--- src/rtl/mux_pipe_reg.sv ---
// N-way WIDTH-bit selector feeding a DEPTH-stage register pipeline. Each stage carries
// {data, valid, err}. Priority on every edge: reset, then flush, then stall, then shift.
module mux_pipe_reg #(
    parameter int              WIDTH   = 32,
    parameter int              N_IN    = 4,
    parameter int              SEL_W   = 2,
    parameter int              DEPTH   = 1,
    parameter logic [WIDTH-1:0] DEFAULT = '0
) (
    input  logic                  clk,
    input  logic                  reset,
    input  logic [N_IN*WIDTH-1:0] in_bus,
    input  logic [SEL_W-1:0]      sel,
    input  logic                  in_valid,
    input  logic                  stall,
    input  logic                  flush,
    output logic [WIDTH-1:0]      out,
    output logic                  out_valid,
    output logic                  out_err
);

    logic [WIDTH-1:0] d0;
    logic             e0;

    // Out-of-range selects fall through to DEFAULT with the error flag raised.
    always_comb begin
        d0 = DEFAULT;
        e0 = 1'b1;
        for (int k = 0; k < N_IN; k++) begin
            if (32'(sel) == 32'(k)) begin
                d0 = in_bus[k*WIDTH +: WIDTH];
                e0 = 1'b0;
            end
        end
    end

    // Index 0 is stage 1; index DEPTH-1 drives the outputs.
    logic [DEPTH-1:0][WIDTH-1:0] data_q, data_d;
    logic [DEPTH-1:0]            valid_q, valid_d;
    logic [DEPTH-1:0]            err_q, err_d;

    always_comb begin
        data_d  = data_q;
        valid_d = valid_q;
        err_d   = err_q;
        if (flush) begin
            data_d  = '0;
            valid_d = '0;
            err_d   = '0;
        end else if (!stall) begin
            data_d[0]  = d0;
            valid_d[0] = in_valid;
            err_d[0]   = e0;
            for (int i = 1; i < DEPTH; i++) begin
                data_d[i]  = data_q[i-1];
                valid_d[i] = valid_q[i-1];
                err_d[i]   = err_q[i-1];
            end
        end
    end

    always_ff @(posedge clk) begin
        if (reset) begin
            data_q  <= '0;
            valid_q <= '0;
            err_q   <= '0;
        end else begin
            data_q  <= data_d;
            valid_q <= valid_d;
            err_q   <= err_d;
        end
    end

    assign out       = data_q[DEPTH-1];
    assign out_valid = valid_q[DEPTH-1];
    assign out_err   = err_q[DEPTH-1];

endmodule

--- config.mk ---
export PLATFORM = sky130hd
export DESIGN_NAME = mux_pipe_reg
export DESIGN_NICKNAME = d
export VERILOG_FILES = /design/src/rtl/mux_pipe_reg.sv
export SDC_FILE = /design/constraint.sdc
export NUM_CORES = 1
export LEC_CHECK = 0
export CORE_MARGIN = 1.5
export CORE_UTILIZATION = 35
export CTS_BUF_LIST = sky130_fd_sc_hd__clkbuf_4
export CTS_CLUSTER_SIZE = 25
export DETAILED_ROUTE_END_ITERATION = 16
export PLACE_DENSITY_LB_ADDON = 0.08
export SLEW_MARGIN = 20
export SYNTH_ARGS = -nofsm -noshare
export SYNTH_HDL_FRONTEND = slang
export SYNTH_SLANG_ARGS = --single-unit
--- constraint.sdc ---
create_clock -name clk -period 3.44 [get_ports clk]
set_clock_uncertainty 0.1 [all_clocks]
set_input_delay 0.688 -clock clk [delete_from_list [all_inputs] [get_ports clk]]
set_output_delay 0.688 -clock clk [all_outputs]
set_load 0.05 [all_outputs]
Yosys cells after proc, flatten, opt, wreduce, memory -nomap -nowiden
Index checks and enable logic that the tools add are counted.
- bits in latches: 0
- bits in writable memories: 0
- memory bits (read-only): 0
- output and inout port bits: 34
- logic and storage cells: 16
- bits in registers: 34
- memories kept: 0
- bitwise gates (word level): 0
- divide/modulo/power cells: 0
- reduce and logical (&&, ||, !) cells: 2
- shifts and indexed selects: 0
- $add $sub $neg: 0
- multipliers: 0
- equal/unequal tests: 3
- $lt $le $gt $ge: 0
- muxes and demuxes: 8
- operators with widths (operator ; number):
    $mux 32 ; 4
    $eq 2x2->1 const B ; 2
    $mux 1 ; 4
    $eq 2x1->1 const B ; 1
    $logic_not 2->1 ; 1
    $reduce_or 2->1 ; 1

Logic depth before layout (Yosys ltp)
Gate-level depths: netlist (run 1).
- depth in word-level cells: 5
- mapped depth: 5
- depth with buffers taken out: 3

Least setup slack after synthesis (run 1)
Ideal clock, no wire load.
- path kind: input to register
- from: input stall
- to: register data_q (netlist bit out[0])
- setup time: 58 ps
- stages: 5
- path buffers: 2
- arrival time: 1711 ps
- path slack: 1570 ps
- cell sequence: or4b_1 -> buf_2 -> buf_6 -> o22ai_1 -> a21o_1
- RTL lines (element ; RTL line ; text):
    start, declared ; 15 ; input logic stall,
    end signal, assigned ; 68 ; data_q <= data_d;
    end, declared ; 38 ; logic [DEPTH-1:0][WIDTH-1:0] data_q, data_d;

==> metrics.txt, run 1 <==
routed length per instance=14.57 µm; antenna fix cells=0; die area=5914 µm²; Rows=26; Util after Layout=71.02%; Worst setup SP type=primary input; Core ar.=5172 µm²; maximum clock frequency=407.3 MHz; GP Congestion=0.7336; worst relative slew slack=60.80%; PwrDens=268.4 nW/µm²; IO buf count=168; CP max FO=17; Critical Path RT=3.61 ns; clk slew on worst S/H paths=0.09 ns; I/O pins=169; Worst Hold Slack=0.3566 ns; Setup-failing EPs final=0; Placed Area=3621 µm²; outcome=completed; vias in the first global route=2188; Total Power=0.9861 mW; crit-path max cell delay=0.83 ns; Final Cycle Share=71.37%; cells after synthesis=186; Num CTS Buffers=5; Synth Register Bits=34; drt first pass iters=4; total gr overflow=0; Initial Utilization=36.96%; initial antenna violation count=0; fin. max-slew vios=0; Die Width=76.91 µm; Clock Tree Root=clkbuf_4; DR iter-0 viols=47; # Post-CTS Setup Buffers=0; Post-CTS Resized=0; CTS tree=built; Max stage delay cell, worst path=or4b_1; sequential share of the synthesized area=35.60%; CTS Buffer Depth=2; via count=2067; cell chain of the critical path=clkdlybuf4s50_1, or4b_1, buf_4, o22ai_1, a21o_1; Die Ht=76.91 µm; Skew-Pair Late Insertion Delay=0.32 ns; Leakage=1.741 nW; Critical Path AT=2.62 ns; Cell variety after synth=14; CTS Hold Bufs=0; Post-Syn Area=1912 µm²; post-route ant nets=0; final instance area=3674 µm²; Setup TNS=0 ns; first-pass GRT wire length=9.770 mm; H-tree depth=2; Hold Crit Class=reg2reg; crit path time final=2.455 ns; Hold Vio Cnt, Final=0; post-synthesis net count=321; DP Wirelength=4.884 mm; Area Growth Syn to Fin=92.15%; drt via density=4.957; layout cells sized above 1=3.746%; RSZ-0062 raised after global routing=false; final WL=6.075 mm; critical setup path kind=in2reg; GRT Total Usage=20.44%; Max Cap Viol=0; VDD IR-drop max=0.1555 mV; clock sinks=34; Nets=482; largest net degree at the start of global routing=36; synthesized area per cell=10.28 µm²; Tightest Pin Transition=0.5880 ns; Post-route DRC=0; crit path buf inv count=2; crit end category=flip-flop; Yosys warning count=0; CP delay by family, top=simple AND/OR/NAND/NOR gates
## per-layer routing
metal	vias up	global-route usage, %	wire length (µm)
met1	925	22.29	2393
met4	0	4.630	51
met3	4	9.881	660
met5	-	0	0
met2	102	35.58	2969
li1	1036	-	-
## sequential cells by signal, summed over array words and instances (netlist names)
name       count
out           32
out_err        1
out_valid      1
## cell usage in the layout, fill, tap and decap left out
master | netlist | layout
and2_1 | 1 | 1
nor3_1 | 1 | 1
clkdlybuf4s50_1 | 0 | 167
a21o_1 | 31 | 31
buf_4 | 0 | 4
or4b_1 | 1 | 1
nand2_1 | 1 | 1
dfxtp_1 | 34 | 34
o22ai_1 | 31 | 31
nor3b_2 | 0 | 1
clkbuf_4 | 0 | 7
mux2i_1 | 65 | 65
o221ai_1 | 1 | 1
buf_12 | 0 | 1
or4_1 | 1 | 1
## worst paths after layout
check / cells after the start / slack (ns) / startpoint / end
hold / removal: 1 / 0.36 / out[29] / out[29]
setup / recovery: 5 / 0.98 / stall / out[22]
setup reg to reg: 2 / 2.72 / out[17] / out[17]
hold reg to reg: 1 / 0.36 / out[29] / out[29]
## synth_stat cells, drive strengths merged
| library cell | instances | share of area (%) |
|---|---|---|
| nor3b | 1 | 0.39 |
| a21o | 31 | 12 |
| o221ai | 1 | 0.46 |
| and2 | 1 | 0.33 |
| nand2 | 1 | 0.20 |
| o22ai | 31 | 10 |
| buf | 15 | 4.9 |
| nor3 | 1 | 0.26 |
| dfxtp | 34 | 36 |
| or4b | 1 | 0.52 |
| or4 | 1 | 0.39 |
| mux2i | 65 | 34 |
| clkbuf | 3 | 0.59 |
## stage by stage
stage               cells  setup WS, ns
floorplan             186         1.570
global placement      410        0.7464
detailed placement    410        0.6635
CTS                   417         1.017
global route          417        0.9289
finish                417        0.9849
## cell type report
class	count	area, µm²
tap	70	87.58
fill	415	1499
multi-input combinational	134	1131
sequential	34	680.7
timing repair buffer	172	1722
clock buffer	7	52.55
## cell families after synthesis
group / after synthesis / share of synthesized area [%]
mux: 65 / 34.03
flops: 34 / 35.60
buf+inv: 18 / 5.497
simple gates: 6 / 2.094
compound gates: 63 / 22.77
## power breakdown
| group | leakage (nW) | switching [mW] | internal [mW] | total, mW |
|---|---|---|---|---|
| Clock | 0.0322 | 0.122 | 0.0929 | 0.215 |
| Combinational | 1.43 | 0.141 | 0.212 | 0.353 |
| Sequential | 0.277 | 0.00792 | 0.410 | 0.418 |
Note: power is estimated with default switching activity, not from simulation.
==> run 2, diff against run 1 <==
- CORE_UTILIZATION: 35 -> 32
- clock period: 3.44 -> 2.55 ns (I/O delays scaled with it)
==> metrics.txt, run 2 (same netlist as run 1, synthesis figures left out) <==
outcome=completed; drt via density=5.012 (+1.1%); fill count=520 (+25%); Initial Utilization=33.89% (-3.1 points); commonest non-fill, non-tap cells in the layout=167 x clkdlybuf4s50_1, 65 x mux2i_1, 34 x dfxtp_1, 31 x o22ai_1, 31 x a21o_1; setup ws final=0.3990 ns (-0.5859 ns); register area=680.7 µm² (unchanged); Final Non-Filler Cells=422 (+1.2%); Worst Hold Slack=0.3597 ns (+0.003097 ns); Clock Tree Root=clkbuf_4; Post-CTS Resized=0 (unchanged); GRT Total Usage=19.55% (-0.89 points); DR iter-0 viols=67 (+43%); CTS tree=built; Worst R2R Setup Slack=1.80 ns (-0.92 ns); crit end category=output port; maximum clock frequency=464.9 MHz; Setup-failing EPs final=0 (unchanged); Tightest Pin Transition=0.5570 ns (-0.03104 ns); total gr overflow=0 (unchanged); Skew-Pair Late Insertion Delay=0.33 ns (about the same); Die Ht=80.30 µm (+4.4%); first-pass GRT wire length=9.639 mm (-1.3%); Num CTS Buffers=5 (unchanged); cell chain of the critical path=clkdlybuf4s50_1; Rows=27 (+3.8%); Post-route DRC=0 (unchanged); Worst setup SP type=flip-flop; CP max FO=2 (-15); critical setup path kind=reg2out; H-tree depth=2 (unchanged); multi-input logic area=1131 µm² (unchanged); max reg flops=32 (unchanged); IO buf count=168 (unchanged); post-route ant nets=0 (unchanged); largest net degree at the start of global routing=34 (-5.6%); VDD IR-drop max=0.1787 mV (+15%); crit path buf inv count=1 (-1); routed length per instance=14.95 µm (+2.6%); clock sinks=34 (unchanged); DP Wirelength=4.958 mm (+1.5%); Max Cap Viol=0 (unchanged); crit-path max cell delay=0.84 ns (about the same); Area Growth Syn to Fin=94.37%; layout cells sized above 1=4.571% (+0.83 points); clk slew on worst S/H paths=0.12 ns (+0.03 ns); worst relative slew slack=62.75% (+2.0 points); vias in the first global route=2161 (-1.2%); initial antenna violation count=0 (unchanged); GP Congestion=0.7425 (+1.2%); die area=6447 µm² (+9.0%); Setup TNS=0 ns (unchanged); Place WS=0.2997 ns (-0.3638 ns); Max stage delay cell, worst path=clkdlybuf4s50_1; via count=2115 (+2.3%); Critical Path AT=1.54 ns (-1.08 ns); Final Cycle Share=84.35%; Hold Crit Class=reg2reg; I/O pins=169 (unchanged); PwrDens=386.1 nW/µm² (+44%); drt first pass iters=4 (unchanged); Nets=484 (+0.41%); # Post-CTS Setup Buffers=0 (unchanged); RSZ-0062 raised after global routing=false; CTS Buffer Depth=2 (unchanged); Util after Layout=65.87% (-5.2 points); dpl cells=414 (+0.98%); Hold Vio Cnt, Final=0 (unchanged); antenna fix cells=0 (unchanged); Core ar.=5642 µm² (+9.1%); crit path time final=2.151 ns; Leakage=1.764 nW (+1.3%); Critical Path RT=1.94 ns (-1.67 ns); final WL=6.309 mm (+3.9%); leading cell type in the layout, fill and taps excluded=clkdlybuf4s50_1; CTS Hold Bufs=0 (unchanged); fin. max-slew vios=0 (unchanged); Die Width=80.30 µm (+4.4%); CP delay by family, top=buffers and inverters
==> run 2: final timing paths <==
| kind | start | endpoint | depth (start not counted) |
|---|---|---|---|
| worst max-delay path | out[8] | out[8] | 1 |
| worst min-delay path | out[27] | out[27] | 1 |
| worst min register to register | out[27] | out[27] | 1 |
| worst max register to register | out_valid | out_valid | 2 |
==> run 2: where the power goes <==
part | switching, mW | internal (mW)
Clock | 0.192 | 0.203
Combinational | 0.188 | 0.288
Sequential | 0.0106 | 0.553
==> run 2: per-stage QoR <==
step | power, mW | cell area [µm²]
6_report | 1.435 | 3716
5_1_grt | 1.505 | 3716
4_1_cts | 1.456 | 3716
3_5_place_dp | 1.055 | 3638
3_3_place_gp | 1.050 | 3638
2_1_floorplan | 0.7836 | 1912
==> run 2: routing by layer <==
layer	share of wire (%)	wire length [µm]	track usage (%)	vias up
li1	-	-	-	1038
met1	37	2342	20.36	952
met2	50	3127	34.71	106
met3	9.6	608	6.250	19
met4	3.7	231	10.34	0
met5	0	0	0	-
==> run 2: layout make-up <==
class	instances	share of cell area [%]
sequential	34	18.32
multi-input combinational	134	30.44
tap	72	2.424
clock inverter	3	1.077
clock buffer	5	1.010
timing repair buffer	174	46.73
==> run 3, diff against run 2 <==
- CORE_UTILIZATION: 32 -> 29
- clock period: 2.55 -> 1.9 ns (I/O delays scaled with it)
==> metrics.txt, run 3 (same netlist as run 1, synthesis figures left out) <==
outcome=completed; cell depth of the worst setup path=5 (+4); critical setup path kind=in2reg; Max Cap Viol=0 (unchanged); Post-CTS Resized=0 (unchanged); IO buf count=168 (unchanged); Core ar.=6350 µm² (+13%); vias in the first global route=2156 (-0.23%); Area Growth Syn to Fin=93.78%; commonest non-fill, non-tap cells in the layout=133 x clkdlybuf4s50_1, 65 x mux2i_1, 43 x buf_4, 34 x dfxtp_1; antenna fix cells=0 (unchanged); Total Power=1.944 mW (+36%); layout cells sized above 1=15.49% (+11 points); Worst Hold Depth=1 (unchanged); I/O pins=169 (unchanged); largest net degree at the start of global routing=23 (-32%); Final Cycle Share=90.76%; post-route ant nets=0 (unchanged); CTS tree=built; max reg flops=32 (unchanged); drt via density=4.799 (-4.3%); DR iter-0 viols=43 (-36%); CTS Buffer Depth=2 (unchanged); worst relative slew slack=82.79% (+20 points); Placed Area=3622 µm² (-0.45%); crit path time final=1.724 ns; crit end category=flip-flop; Tightest Pin Transition=0.2581 ns (-0.2989 ns); Worst setup SP type=primary input; routed length per instance=14.19 µm (-5.1%); drt first pass iters=4 (unchanged); final instance area=3705 µm² (-0.30%); via count=2073 (-2.0%); DP Wirelength=5.092 mm (+2.7%); Leakage=1.862 nW (+5.6%); VDD IR-drop max=0.2944 mV (+65%); Rows=29 (+7.4%); CP max FO=16 (+14); Clock Tree Root=clkbuf_4; Critical Path RT=2.08 ns (+0.14 ns); clock sinks=34 (unchanged); RSZ-0062 raised after global routing=false; PwrDens=524.8 nW/µm² (+36%); Die Ht=84.20 µm (+4.9%); CTS Hold Bufs=0 (unchanged); Die Width=84.20 µm (+4.9%); fin. max-slew vios=0 (unchanged); crit path buf inv count=2 (+1); final WL=6.130 mm (-2.8%); H-tree depth=2 (unchanged); Hold Crit Class=reg2reg; dpl cells=424 (+2.4%); Max stage delay cell, worst path=or4b_1; cell chain of the critical path=clkdlybuf4s50_1, or4b_1, buf_4, o22ai_1, a21o_1; # Post-CTS Setup Buffers=0 (unchanged); Final Non-Filler Cells=432 (+2.4%); maximum clock frequency=579.9 MHz; GRT Total Usage=17.67% (-1.9 points); clk slew on worst S/H paths=0.10 ns (-0.02 ns); fill count=582 (+12%); leading cell type in the layout, fill and taps excluded=clkdlybuf4s50_1; die area=7089 µm² (+10%); first-pass GRT wire length=10.09 mm (+4.7%); CP delay by family, top=buffers and inverters; Setup-failing EPs final=0 (unchanged); Skew-Pair Late Insertion Delay=0.33 ns (about the same); Post-route DRC=0 (unchanged); total gr overflow=0 (unchanged); Num CTS Buffers=5 (unchanged); Worst Hold Slack=0.3595 ns (-0.0001800 ns); Util after Layout=58.34% (-7.5 points); initial antenna violation count=0 (unchanged); Initial Utilization=30.11% (-3.8 points); Critical Path AT=1.90 ns (+0.36 ns); GP Congestion=0.7058 (-4.9%); crit-path max cell delay=0.54 ns (-0.30 ns); cell count of the worst reg-to-reg path=2 (unchanged); Nets=489 (+1.0%); Hold Vio Cnt, Final=0 (unchanged)
[run 3: power by group]
part	internal, mW	total [mW]	leakage (nW)	switching [mW]
clock network	0.308	0.548	0.0463	0.240
registers	0.742	0.757	0.277	0.0147
logic	0.386	0.639	1.54	0.253
[run 3: final cells by class]
| type | count | area, µm² | area share [%] |
|---|---|---|---|
| timing repair buffer | 179 | 1714 | 46.27 |
| multi-input combinational | 134 | 1131 | 30.53 |
| sequential | 34 | 680.7 | 18.37 |
| tap | 77 | 96.34 | 2.600 |
| clock buffer | 7 | 52.55 | 1.418 |
| clock inverter | 1 | 30.03 | 0.8105 |
[run 3: per-stage QoR]
stage / worst slack, ns / setup TNS [ns]
2_1_floorplan: 0.3383 / 0
3_3_place_gp: -0.1670 / -4.051
3_5_place_dp: -0.1769 / -4.875
4_1_cts: 0.1825 / 0
5_1_grt: 0.09636 / 0
6_report: 0.1756 / 0
[run 3: routing by layer]
metal	GRT usage [%]	share of wire [%]	up-vias	wire, µm
met3	5.605	10	9	621
met2	30.91	49	100	3022
met4	5.812	1.3	0	81
li1	-	-	1048	-
met1	20.44	39	916	2403
met5	0	0	-	0
[run 3: path summary, 6_finish.rpt]
path	start	endpoint	slack (ns)
worst min register to register	out[25]	out[25]	0.36
worst min-delay path	out[25]	out[25]	0.36
worst max-delay path	flush	out[9]	0.18
worst max register to register	out_valid	out_valid	1.19
[run 3: worst register-to-register path, cell delays in order, from the launching register on]
cell     delay, ns
dfxtp_1       0.36
mux2i_1       0.07
nor3_1        0.12
